`src/rtl/audio_seq_pkg.sv`:
```
// Shared FSM state type and default widths for the audio stream sequencer.
package audio_seq_pkg;

   typedef enum logic [1:0] {
      IDLE  = 2'd0,
      READ  = 2'd1,
      WRITE = 2'd2
   } seqState_e;

   localparam int DEF_SAMPLE_W = 32;
   localparam int DEF_DISP_W   = 16;
   localparam int CHOP_W       = 18;

endpackage

```
`src/rtl/audio_stream_sequencer_if.sv`:
```
// Codec FIFO strobes/samples and display handshake bundled for the sequencer.
interface audio_stream_sequencer_if
   import audio_seq_pkg::*;
#(
   parameter int SAMPLE_W = DEF_SAMPLE_W,
   parameter int DISP_W   = DEF_DISP_W
) ();

   logic                audio_in_available;
   logic                audio_out_allowed;
   logic [SAMPLE_W-1:0] left_in;
   logic [SAMPLE_W-1:0] right_in;
   logic                read_audio_in;
   logic                write_audio_out;
   logic [SAMPLE_W-1:0] left_out;
   logic [SAMPLE_W-1:0] right_out;
   logic [DISP_W-1:0]   disp_data;
   logic                disp_valid;
   logic                disp_ready;

   modport master (
      input  audio_in_available, audio_out_allowed, left_in, right_in, disp_ready,
      output read_audio_in, write_audio_out, left_out, right_out, disp_data, disp_valid
   );

   modport slave (
      output audio_in_available, audio_out_allowed, left_in, right_in, disp_ready,
      input  read_audio_in, write_audio_out, left_out, right_out, disp_data, disp_valid
   );

endinterface

```
`src/rtl/audio_stream_sequencer_chop_gen.sv`:
```
// Chopper gate: toggles every period+1 clocks; period 0 holds the gate open.
module chop_gen
   import audio_seq_pkg::*;
(
   input  logic              clock,
   input  logic              resetn,
   input  logic [CHOP_W-1:0] period,
   output logic              gate
);

   logic [CHOP_W-1:0] count_q, count_d;
   logic              gate_q, gate_d;

   // A period lowered below the running count clears on the next edge instead of wrapping.
   always_comb begin
      count_d = count_q + 1'b1;
      gate_d  = gate_q;
      if (period == '0) begin
         count_d = '0;
         gate_d  = 1'b0;
      end else if (count_q >= period) begin
         count_d = '0;
         gate_d  = ~gate_q;
      end
   end

   always_ff @(posedge clock or negedge resetn) begin
      if (!resetn) begin
         count_q <= '0;
         gate_q  <= 1'b0;
      end else begin
         count_q <= count_d;
         gate_q  <= gate_d;
      end
   end

   assign gate = gate_q;

endmodule

```
`src/rtl/audio_stream_sequencer.sv`:
```
// Moves one codec sample per IDLE->READ->WRITE pass, decimates to a display stream.
// Chopper muting is built only when AUDIO_SEQ_CHOPPER_EN is defined.
module audio_stream_sequencer
   import audio_seq_pkg::*;
#(
   parameter int SAMPLE_W = DEF_SAMPLE_W,
   parameter int DISP_W   = DEF_DISP_W,
   parameter int DECIM    = 256
) (
   input  logic                       CLOCK_50,
   input  logic                       resetn,
   input  logic [CHOP_W-1:0]          chop_period,
   audio_stream_sequencer_if.master   bus,
   output logic                       disp_overrun,
   output logic [15:0]                level,
   output logic                       chop_state
);

   localparam logic [15:0] DECIM_LAST = 16'(DECIM - 1);

   seqState_e           state_q, state_d;
   logic [SAMPLE_W-1:0] leftOut_q, leftOut_d;
   logic [SAMPLE_W-1:0] rightOut_q, rightOut_d;
   logic [15:0]         level_q, level_d;
   logic [15:0]         decCnt_q, decCnt_d;
   logic [DISP_W-1:0]   dispData_q, dispData_d;
   logic                dispValid_q, dispValid_d;
   logic                overrun_q, overrun_d;
   logic                chopGate;
   logic                take;
   logic                newSample;

`ifdef AUDIO_SEQ_CHOPPER_EN
   chop_gen u_chop (
      .clock  (CLOCK_50),
      .resetn (resetn),
      .period (chop_period),
      .gate   (chopGate)
   );
`else
   logic unusedChopPeriod;
   assign unusedChopPeriod = ^chop_period;
   assign chopGate         = 1'b0;
`endif

   assign take      = (state_q == IDLE) && bus.audio_in_available && bus.audio_out_allowed;
   assign newSample = (state_q == WRITE) && (decCnt_q == DECIM_LAST);

   always_comb begin
      state_d = state_q;
      unique case (state_q)
         IDLE:    if (take) state_d = READ;
         READ:    state_d = WRITE;
         WRITE:   state_d = IDLE;
         default: state_d = IDLE;
      endcase
   end

   // Display side never back-pressures audio: a sample arriving while one is still unaccepted is dropped.
   always_comb begin
      leftOut_d   = leftOut_q;
      rightOut_d  = rightOut_q;
      level_d     = level_q;
      decCnt_d    = decCnt_q;
      dispData_d  = dispData_q;
      dispValid_d = dispValid_q;
      overrun_d   = overrun_q;
      if (take) begin
         leftOut_d  = chopGate ? '0 : bus.left_in;
         rightOut_d = chopGate ? '0 : bus.right_in;
      end
      if (state_q == READ) begin
         level_d = leftOut_q[SAMPLE_W-1 -: 16];
      end
      if (state_q == WRITE) begin
         decCnt_d = newSample ? '0 : decCnt_q + 1'b1;
      end
      if (newSample && (!dispValid_q || bus.disp_ready)) begin
         dispData_d  = rightOut_q[SAMPLE_W-1 -: DISP_W];
         dispValid_d = 1'b1;
      end else if (newSample) begin
         overrun_d = 1'b1;
      end else if (dispValid_q && bus.disp_ready) begin
         dispValid_d = 1'b0;
      end
   end

   always_ff @(posedge CLOCK_50 or negedge resetn) begin
      if (!resetn) begin
         state_q     <= IDLE;
         leftOut_q   <= '0;
         rightOut_q  <= '0;
         level_q     <= '0;
         decCnt_q    <= '0;
         dispData_q  <= '0;
         dispValid_q <= 1'b0;
         overrun_q   <= 1'b0;
      end else begin
         state_q     <= state_d;
         leftOut_q   <= leftOut_d;
         rightOut_q  <= rightOut_d;
         level_q     <= level_d;
         decCnt_q    <= decCnt_d;
         dispData_q  <= dispData_d;
         dispValid_q <= dispValid_d;
         overrun_q   <= overrun_d;
      end
   end

   assign bus.read_audio_in   = (state_q == READ);
   assign bus.write_audio_out = (state_q == WRITE);
   assign bus.left_out        = leftOut_q;
   assign bus.right_out       = rightOut_q;
   assign bus.disp_data       = dispData_q;
   assign bus.disp_valid      = dispValid_q;
   assign disp_overrun        = overrun_q;
   assign level               = level_q;
   assign chop_state          = chopGate;

endmodule
```
`src/flat_wrapper.sv`:
```
// flat-port wrapper written by rule: the top's interface ports become plain ports
module audio_stream_sequencer_flat import audio_seq_pkg::*;
#(
   parameter int SAMPLE_W = DEF_SAMPLE_W,
   parameter int DISP_W   = DEF_DISP_W,
   parameter int DECIM    = 256
)
  (CLOCK_50, resetn, chop_period, disp_overrun, level, chop_state, bus_audio_in_available, bus_audio_out_allowed, bus_left_in, bus_right_in, bus_disp_ready, bus_read_audio_in, bus_write_audio_out, bus_left_out, bus_right_out, bus_disp_data, bus_disp_valid);
  audio_stream_sequencer_if #(.SAMPLE_W(SAMPLE_W), .DISP_W(DISP_W)) bus_i ();
  input  logic CLOCK_50;
  input  logic resetn;
  input  logic [CHOP_W-1:0] chop_period;
  output logic disp_overrun;
  output logic [15:0] level;
  output logic chop_state;
  input wire logic [$bits(bus_i.audio_in_available)-1:0] bus_audio_in_available;
  input wire logic [$bits(bus_i.audio_out_allowed)-1:0] bus_audio_out_allowed;
  input wire logic [$bits(bus_i.left_in)-1:0] bus_left_in;
  input wire logic [$bits(bus_i.right_in)-1:0] bus_right_in;
  input wire logic [$bits(bus_i.disp_ready)-1:0] bus_disp_ready;
  output wire logic [$bits(bus_i.read_audio_in)-1:0] bus_read_audio_in;
  output wire logic [$bits(bus_i.write_audio_out)-1:0] bus_write_audio_out;
  output wire logic [$bits(bus_i.left_out)-1:0] bus_left_out;
  output wire logic [$bits(bus_i.right_out)-1:0] bus_right_out;
  output wire logic [$bits(bus_i.disp_data)-1:0] bus_disp_data;
  output wire logic [$bits(bus_i.disp_valid)-1:0] bus_disp_valid;
  assign bus_i.audio_in_available = bus_audio_in_available;
  assign bus_i.audio_out_allowed = bus_audio_out_allowed;
  assign bus_i.left_in = bus_left_in;
  assign bus_i.right_in = bus_right_in;
  assign bus_i.disp_ready = bus_disp_ready;
  assign bus_read_audio_in = bus_i.read_audio_in;
  assign bus_write_audio_out = bus_i.write_audio_out;
  assign bus_left_out = bus_i.left_out;
  assign bus_right_out = bus_i.right_out;
  assign bus_disp_data = bus_i.disp_data;
  assign bus_disp_valid = bus_i.disp_valid;
  audio_stream_sequencer #(.SAMPLE_W(SAMPLE_W), .DISP_W(DISP_W), .DECIM(DECIM)) u_core (.CLOCK_50(CLOCK_50), .resetn(resetn), .chop_period(chop_period), .bus(bus_i), .disp_overrun(disp_overrun), .level(level), .chop_state(chop_state));
endmodule
```
`config.mk`:
```
export PLATFORM = sky130hd
export DESIGN_NAME = audio_stream_sequencer_flat
export DESIGN_NICKNAME = d
export VERILOG_FILES = /design/src/rtl/audio_seq_pkg.sv /design/src/rtl/audio_stream_sequencer_if.sv /design/src/rtl/audio_stream_sequencer_chop_gen.sv /design/src/rtl/audio_stream_sequencer.sv /design/src/flat_wrapper.sv
export SDC_FILE = /design/constraint.sdc
export NUM_CORES = 1
export LEC_CHECK = 0
export ABC_AREA = 1
export CELL_PAD_IN_SITES_DETAIL_PLACEMENT = 2
export CELL_PAD_IN_SITES_GLOBAL_PLACEMENT = 2
export CORE_MARGIN = 2
export CORE_UTILIZATION = 26
export CTS_CLUSTER_DIAMETER = 100
export DETAILED_ROUTE_END_ITERATION = 7
export PLACE_DENSITY = 0.88
export SLEW_MARGIN = 20
export SYNTH_ARGS = -nofsm -noshare
export SYNTH_HDL_FRONTEND = slang
export SYNTH_SLANG_ARGS = --single-unit
export TNS_END_PERCENT = 20
```
`constraint.sdc`:
```
create_clock -name CLOCK_50 -period 4.1 [get_ports CLOCK_50]
set_clock_uncertainty 0.15 [all_clocks]
set_input_delay 0.82 -clock CLOCK_50 [delete_from_list [all_inputs] [get_ports CLOCK_50]]
set_output_delay 0.82 -clock CLOCK_50 [all_outputs]
set_load 0.05 [all_outputs]
```
==> results of run 1 <==
-- flip-flops by register name, indices dropped and copies added (netlist names) --
register / cells
u_core.disp_overrun: 1
u_core.decCnt_q: 16
u_core.bus.left_out: 32
u_core.state_q: 2
u_core.bus.disp_valid: 1
u_core.level: 16
u_core.bus.disp_data: 16
u_core.bus.right_out: 32
-- stage by stage --
stage	cells	utilization, %	hold slack (ns)
2_1_floorplan	542	-	0.3174
3_3_place_gp	925	37.11	0.3037
3_5_place_dp	925	37.11	0.3176
4_1_cts	953	40.15	0.3315
5_1_grt	953	40.15	0.3479
6_report	953	40.15	0.3115
-- worst max-delay path: stages, from the launching register on --
cell             delay (ns)
dfrtp_1                0.42
nor2_2                 0.12
buf_4                  0.25
clkdlybuf4s50_1        0.85
-- how the worst max path moves through the flow --
stage	startpoint	end	slack, ns	depth (start not counted)
2_1_floorplan	u_core.state_q[1]	bus_read_audio_in	1.83	2
3_3_place_gp	u_core.state_q[1]	bus_read_audio_in	1.51	3
3_5_place_dp	u_core.state_q[1]	bus_read_audio_in	1.49	3
4_1_cts	u_core.state_q[1]	bus_read_audio_in	1.01	3
5_1_grt	u_core.state_q[1]	bus_read_audio_in	0.97	3
6_report	u_core.state_q[1]	bus_read_audio_in	1.06	3
-- Yosys cell counts --
| master | instances | area (sq um) |
|---|---|---|
| nand4_1 | 5 | 31.28 |
| buf_2 | 3 | 15.01 |
| clkbuf_1 | 7 | 26.28 |
| nor3_1 | 2 | 10.01 |
| inv_2 | 1 | 3.750 |
| buf_1 | 7 | 26.28 |
| conb_1 | 1 | 3.750 |
| and2_1 | 1 | 6.260 |
| or2_2 | 2 | 12.51 |
| nor2_2 | 3 | 18.77 |
| xnor2_1 | 3 | 26.28 |
| nand2_1 | 315 | 1182 |
| nand3b_1 | 2 | 15.01 |
| nand3_2 | 1 | 10.01 |
| nand3_4 | 1 | 17.52 |
| buf_6 | 1 | 11.26 |
| nor2_1 | 21 | 78.83 |
| nor2_4 | 3 | 33.78 |
| nand2_2 | 1 | 6.260 |
| clkinv_1 | 1 | 3.750 |
| a21oi_1 | 2 | 10.01 |
| nand3_1 | 10 | 50.05 |
| xor2_1 | 3 | 26.28 |
| ha_1 | 1 | 12.51 |
| buf_4 | 1 | 7.510 |
| o21bai_1 | 1 | 7.510 |
| dfrtp_1 | 116 | 2903 |
| nand4_2 | 1 | 12.51 |
| o21ai_0 | 3 | 15.01 |
| inv_1 | 23 | 86.33 |
-- layout make-up --
class	instances	area (sq um)
Clock buffer	23	488.0
Clock inverter	5	52.55
Fill cell	1971	10640
Inverter	25	93.84
Multi-Input combinational cell	382	1587
Sequential cell	116	2903
Tap cell	229	286.5
Timing Repair Buffer	173	1729
-- cell families (layout without fill, tap and decap cells) --
| group | Yosys count | count (layout) | synth area share, % |
|---|---|---|---|
| AND/OR/NAND/NOR | 368 | 368 | 31.81 |
| AO/OA/AOI/OAI | 6 | 6 | 0.6967 |
| adder cells (fa/ha/maj) | 1 | 1 | 0.2679 |
| XOR/XNOR | 6 | 6 | 1.126 |
| buffers and inverters | 44 | 226 | 3.858 |
| flip-flops | 116 | 116 | 62.16 |
| other | 1 | 1 | 0.08031 |
-- per-layer routing --
metal	track usage, %	share of wire, %	vias to the layer above
li1	-	-	1981
met1	20.33	40	2173
met2	33.38	54	90
met3	5.334	4.5	24
met4	6.391	1.9	0
met5	0	0	-
-- power by group through the flow --
stage	clock network (mW)	logic, mW	registers (mW)
floorplan	0	0.191	2.02
global placement	0	1.24	1.46
detailed placement	0	1.28	1.48
CTS	1.42	1.29	1.47
global route	1.47	1.34	1.49
finish	1.39	1.27	1.46
==> results.tsv, run 1 <==
stage	metric	value	unit
setup_path	worst setup path class	reg -> out	
route	DRC	0	
yosys	Mapped Avg Cell Area	8.615	sq um
power	Internal	2.614	mW
power	power share of the clock group	33.7	%
setup_path	cells on worst reg2reg path	6	
global_routing	initial antenna violation count	0	
run_status	status	finished, final reports clean	
finish	post-route cell area	7139	sq um
power	LEAKAGE	3.527	nW
die	Cell Rows	49	
clock_network	clk_lat worst skew	0.42	ns
global_routing	first-pass GRT wire length	27540	um
route	via/cell ratio	4.478	
die	Die H	138.0	um
die	chip width	138.0	um
yosys	Mapped Area	4669	sq um
clock_network	Clock Tree Buf Depth	2	
yosys	register area share after synthesis	62.17	%
sta	Slew Limit Fails	0	
sta	Max Fclk	0.3292	GHz
place	Post-DP HPWL	11690	um
setup_path	Worst Setup End Kind	output pin	
route	Routed Antenna Nets	0	
finish	most frequent cells in the layout	315 x nand2_1, 167 x clkdlybuf4s50_1, 116 x dfrtp_1	
finish	commonest non-fill, non-tap cell in the layout	nand2_1	
yosys	syn nets	630	
place	PortBufs	168	
sta	post-route setup slack	1.062	ns
place	Place WS	1.487	ns
clock_network	CTS Buf Count	17	
clock_network	H-tree depth	4	
sta	Final min period	3.038	ns
clock_network	CTS clk-pin slew, worst paths	0.05	ns
global_routing	pin count of the biggest net entering global routing	65	
power	sequential share of power	35.5	%
setup_path	Worst R2R Start	u_core.decCnt_q[1]	
clock_network	Clock Root Buffer	clkbuf_16	
clock_network	Post-CTS Hold Fix Bufs	0	
clock_network	Post-CTS Setup Inserts	0	
route	Vias	4268	
die	CORE AREA	17780	sq um
power	combinational power share	30.8	%
place	Placer Congestion	0.7910	
clock_network	PostCTS Resize Cnt	0	
setup_path	r2r setup slk	2.13	ns
sta	Max-slew headroom	48.71	%
setup_path	Critical Path RT	3.13	ns
setup_path	Data arrival, critical path	2.07	ns
global_routing	GRT Util Overall	18.31	%
die	Die Area	19050	sq um
yosys	library cells used by synthesis	30	
finish	area delta synth->final	52.89	%
yosys	Yosys warning total	0	
sta	fin crit share	74.09	%
setup_path	crit-path max FO	18	
worst_hold_path	HP Class	in -> async	
place	Post-DP Area	6599	sq um
sta	Final Setup Violations	0	
global_routing	global route total overflow	0	
global_routing	vias in the first global route	4974	
clock_network	CTS tree	built	
clock_network	# clock sinks	116	
yosys	Gate Count Post-Synth	542	
route	initial DRC count	134	
setup_path	RR Endpoint	u_core.bus.disp_data[3]	
power	Total Power	4.114	mW
power	Sw Pwr	1.500	mW
yosys	Synth Register Bits	116	
setup_path	Critical Path Start Type	register	
power	Max IR drop VDD	266.4	uV
route	drt total wl	16560	um
sta	setup tns final	0	ns
sta	Fin. Hold Viols	0	
finish	ANT cells	0	
power	switch share	36.46	%
sta	Slew @ Worst Pin	0.7694	ns
power	PwrDens	576.2	nW/um^2
sta	RSZ-0062 raised after global routing	no	
finish	nets@finish	803	
die	# IOs	188	
finish	share of post-route cells with drive strength above 1	6.354	%
route	DR pass1 iterations	4	
die	effective utilization at floorplan	26.26	%
route	WL/cell	17.38	um
job	# Max-Cap Violations	0	
Note: power is estimated with default switching activity, not from simulation.
==> run 2, diff against run 1 <==
CORE_UTILIZATION = 22   (was 26)
PLACE_DENSITY = 0.8   (was 0.88)
clock period = 2.6 ns   (was 4.1 ns; I/O delays follow)
==> results.tsv, run 2 (same netlist as run 1, synthesis figures left out) <==
stage	metric	value	unit	change
clock_network	clk_lat worst skew	0.41	ns	about the same
setup_path	CP top delay family	buffers and inverters		
die	# IOs	188		unchanged
clock_network	CTS clk-pin slew, worst paths	0.05	ns	about the same
route	via/cell ratio	4.153		-7.3%
place	Placer Congestion	0.7091		-10%
global_routing	vias in the first global route	4529		-8.9%
sta	RSZ-0062 raised after global routing	no		
sta	fin crit share	88.97	%	
setup_path	Critical Path Start Type	register		
job	# Max-Cap Violations	0		unchanged
die	CORE AREA	20960	sq um	+18%
worst_hold_path	HP Class	reg -> reg		
setup_path	Slowest-stage cell, CP	clkdlybuf4s50_1		
die	Die Area	22410	sq um	+18%
finish	fin cells	1007		+5.7%
run_status	status	finished, final reports clean		
sta	setup tns final	0	ns	unchanged
finish	commonest non-fill, non-tap cell in the layout	nand2_1		
clock_network	Clock Root Buffer	clkbuf_16		
clock_network	CTS Buf Count	17		unchanged
route	WL/cell	15.47	um	-11%
finish	area of the multi-input gates	1587	sq um	unchanged
sta	Final Setup Violations	0		unchanged
setup_path	Worst Setup End Kind	output pin		
finish	Reg area	2903	sq um	unchanged
global_routing	pin count of the biggest net entering global routing	45		-31%
setup_path	Data arrival, critical path	1.64	ns	-0.43 ns
die	Cell Rows	53		+8.2%
sta	Fin. Hold Viols	0		unchanged
setup_path	worst setup path class	reg -> out		
clock_network	Clock Tree Buf Depth	2		unchanged
global_routing	GRT Util Overall	14.54	%	-3.8 points
route	Routed Antenna Nets	0		unchanged
setup_path	slowest stage delay, CP	0.83	ns	-0.02 ns
sta	Max Fclk	0.4323	GHz	
finish	ANT cells	0		unchanged
global_routing	first-pass GRT wire length	25050	um	-9.1%
setup_path	critical path, cell by cell	clkdlybuf4s50_1		
sta	Slew Limit Fails	0		unchanged
clock_network	H-tree depth	4		unchanged
route	DR pass1 iterations	4		unchanged
finish	area delta synth->final	57.07	%	
place	Post-DP HPWL	11050	um	-5.4%
power	PwrDens	905.4	nW/um^2	+57%
global_routing	global route total overflow	0		unchanged
place	placed insts	974		+5.3%
setup_path	Critical Path RT	1.93	ns	-1.20 ns
power	Max IR drop VDD	412.5	uV	+55%
die	Die H	149.7	um	+8.5%
finish	most frequent cells in the layout	315 x nand2_1, 165 x clkdlybuf4s50_1, 116 x dfrtp_1		
sta	Final min period	2.313	ns	
route	drt total wl	15580	um	-5.9%
setup_path	crit path buf inv count	1		-1
sta	Slew @ Worst Pin	0.5826	ns	-0.1867 ns
setup_path	crit-path max FO	3		-15
die	chip width	149.7	um	+8.5%
power	LEAKAGE	3.581	nW	+1.5%
place	PortBufs	168		unchanged
route	Vias	4182		-2.0%
route	initial DRC count	82		-39%
finish	nets@finish	807		+0.50%
clock_network	CTS tree	built		
route	DRC	0		unchanged
finish	share of post-route cells with drive strength above 1	7.650	%	+1.3 points
finish	Filler Cells Inserted	2349		+19%
clock_network	# clock sinks	116		unchanged
global_routing	initial antenna violation count	0		unchanged
die	effective utilization at floorplan	22.28	%	-4.0 points
sta	Max-slew headroom	61.12	%	+12 points
## run 2: cell types whose count changed in the layout (fill, tap and decap cells not counted)
| cell | previous run | this run |
|---|---|---|
| buf_12 | 1 | 6 |
| clkinv_4 | 0 | 3 |
| clkinvlp_4 | 1 | 4 |
| clkbuf_8 | 4 | 2 |
| clkdlybuf4s50_1 | 167 | 165 |
| bufinv_16 | 1 | 2 |
| clkbuf_1 | 2 | 1 |
| dlygate4sd3_1 | 0 | 1 |
## run 2: cell type report
class	count	area share, %
Timing Repair Buffer	177	24.80
Clock inverter	12	1.791
Inverter	25	1.279
Tap cell	275	4.691
Sequential cell	116	39.58
Clock buffer	20	6.227
Multi-Input combinational cell	382	21.63
## run 2: final timing paths
kind / end / from / depth (start not counted) / slack [ns]
max: bus_right_out[31] / u_core.bus.right_out[31] / 1 / 0.29
min: u_core.level[10] / u_core.level[10] / 2 / 0.32
max reg2reg: u_core.bus.disp_data[9] / u_core.decCnt_q[1] / 7 / 0.70
max in group asynchronous: u_core.level[5] / resetn / 3 / 1.13
min in group asynchronous: u_core.bus.disp_valid / resetn / 2 / 0.51
min reg2reg: u_core.level[10] / u_core.level[10] / 2 / 0.32
## run 2: through the flow
| stage | hold slack (ns) | power, mW | util, % | worst slack, ns | area, sq um |
|---|---|---|---|---|---|
| after floorplan | 0.07441 | 3.487 | - | 0.6341 | 4669 |
| after global placement | 0.3029 | 4.304 | 32.15 | 0.4964 | 6736 |
| after CTS | 0.3259 | 6.754 | 35.00 | 0.2501 | 7335 |
| after detailed placement | 0.3116 | 4.351 | 32.15 | 0.4368 | 6736 |
| final | 0.3203 | 6.641 | 35.00 | 0.2869 | 7335 |
| after global routing | 0.3440 | 6.971 | 35.00 | 0.2055 | 7335 |
## run 2: per-layer routing
metal	wire [um]	global-route usage, %	vias to the layer above
met5	0	0	-
met4	192	4.481	0
met3	1172	5.488	14
met2	7770	24.59	106
met1	6446	17.14	2065
li1	-	-	1997
## run 2: repair_timing
action                                  in CTS  in global routing
buffers inserted                             0                  0
endpoints found under the hold margin       38                  0
endpoints found under the setup margin       0                  0
gates resized for setup                      0                  0
hold buffers                                 1                  0
## run 2: report_power, final
part           switching (mW)  leakage [nW]  internal [mW]  total (mW)
sequential              0.207          1.49           2.09        2.29
combinational            1.34          1.81          0.662        2.00
clock                   0.884         0.278           1.46        2.34
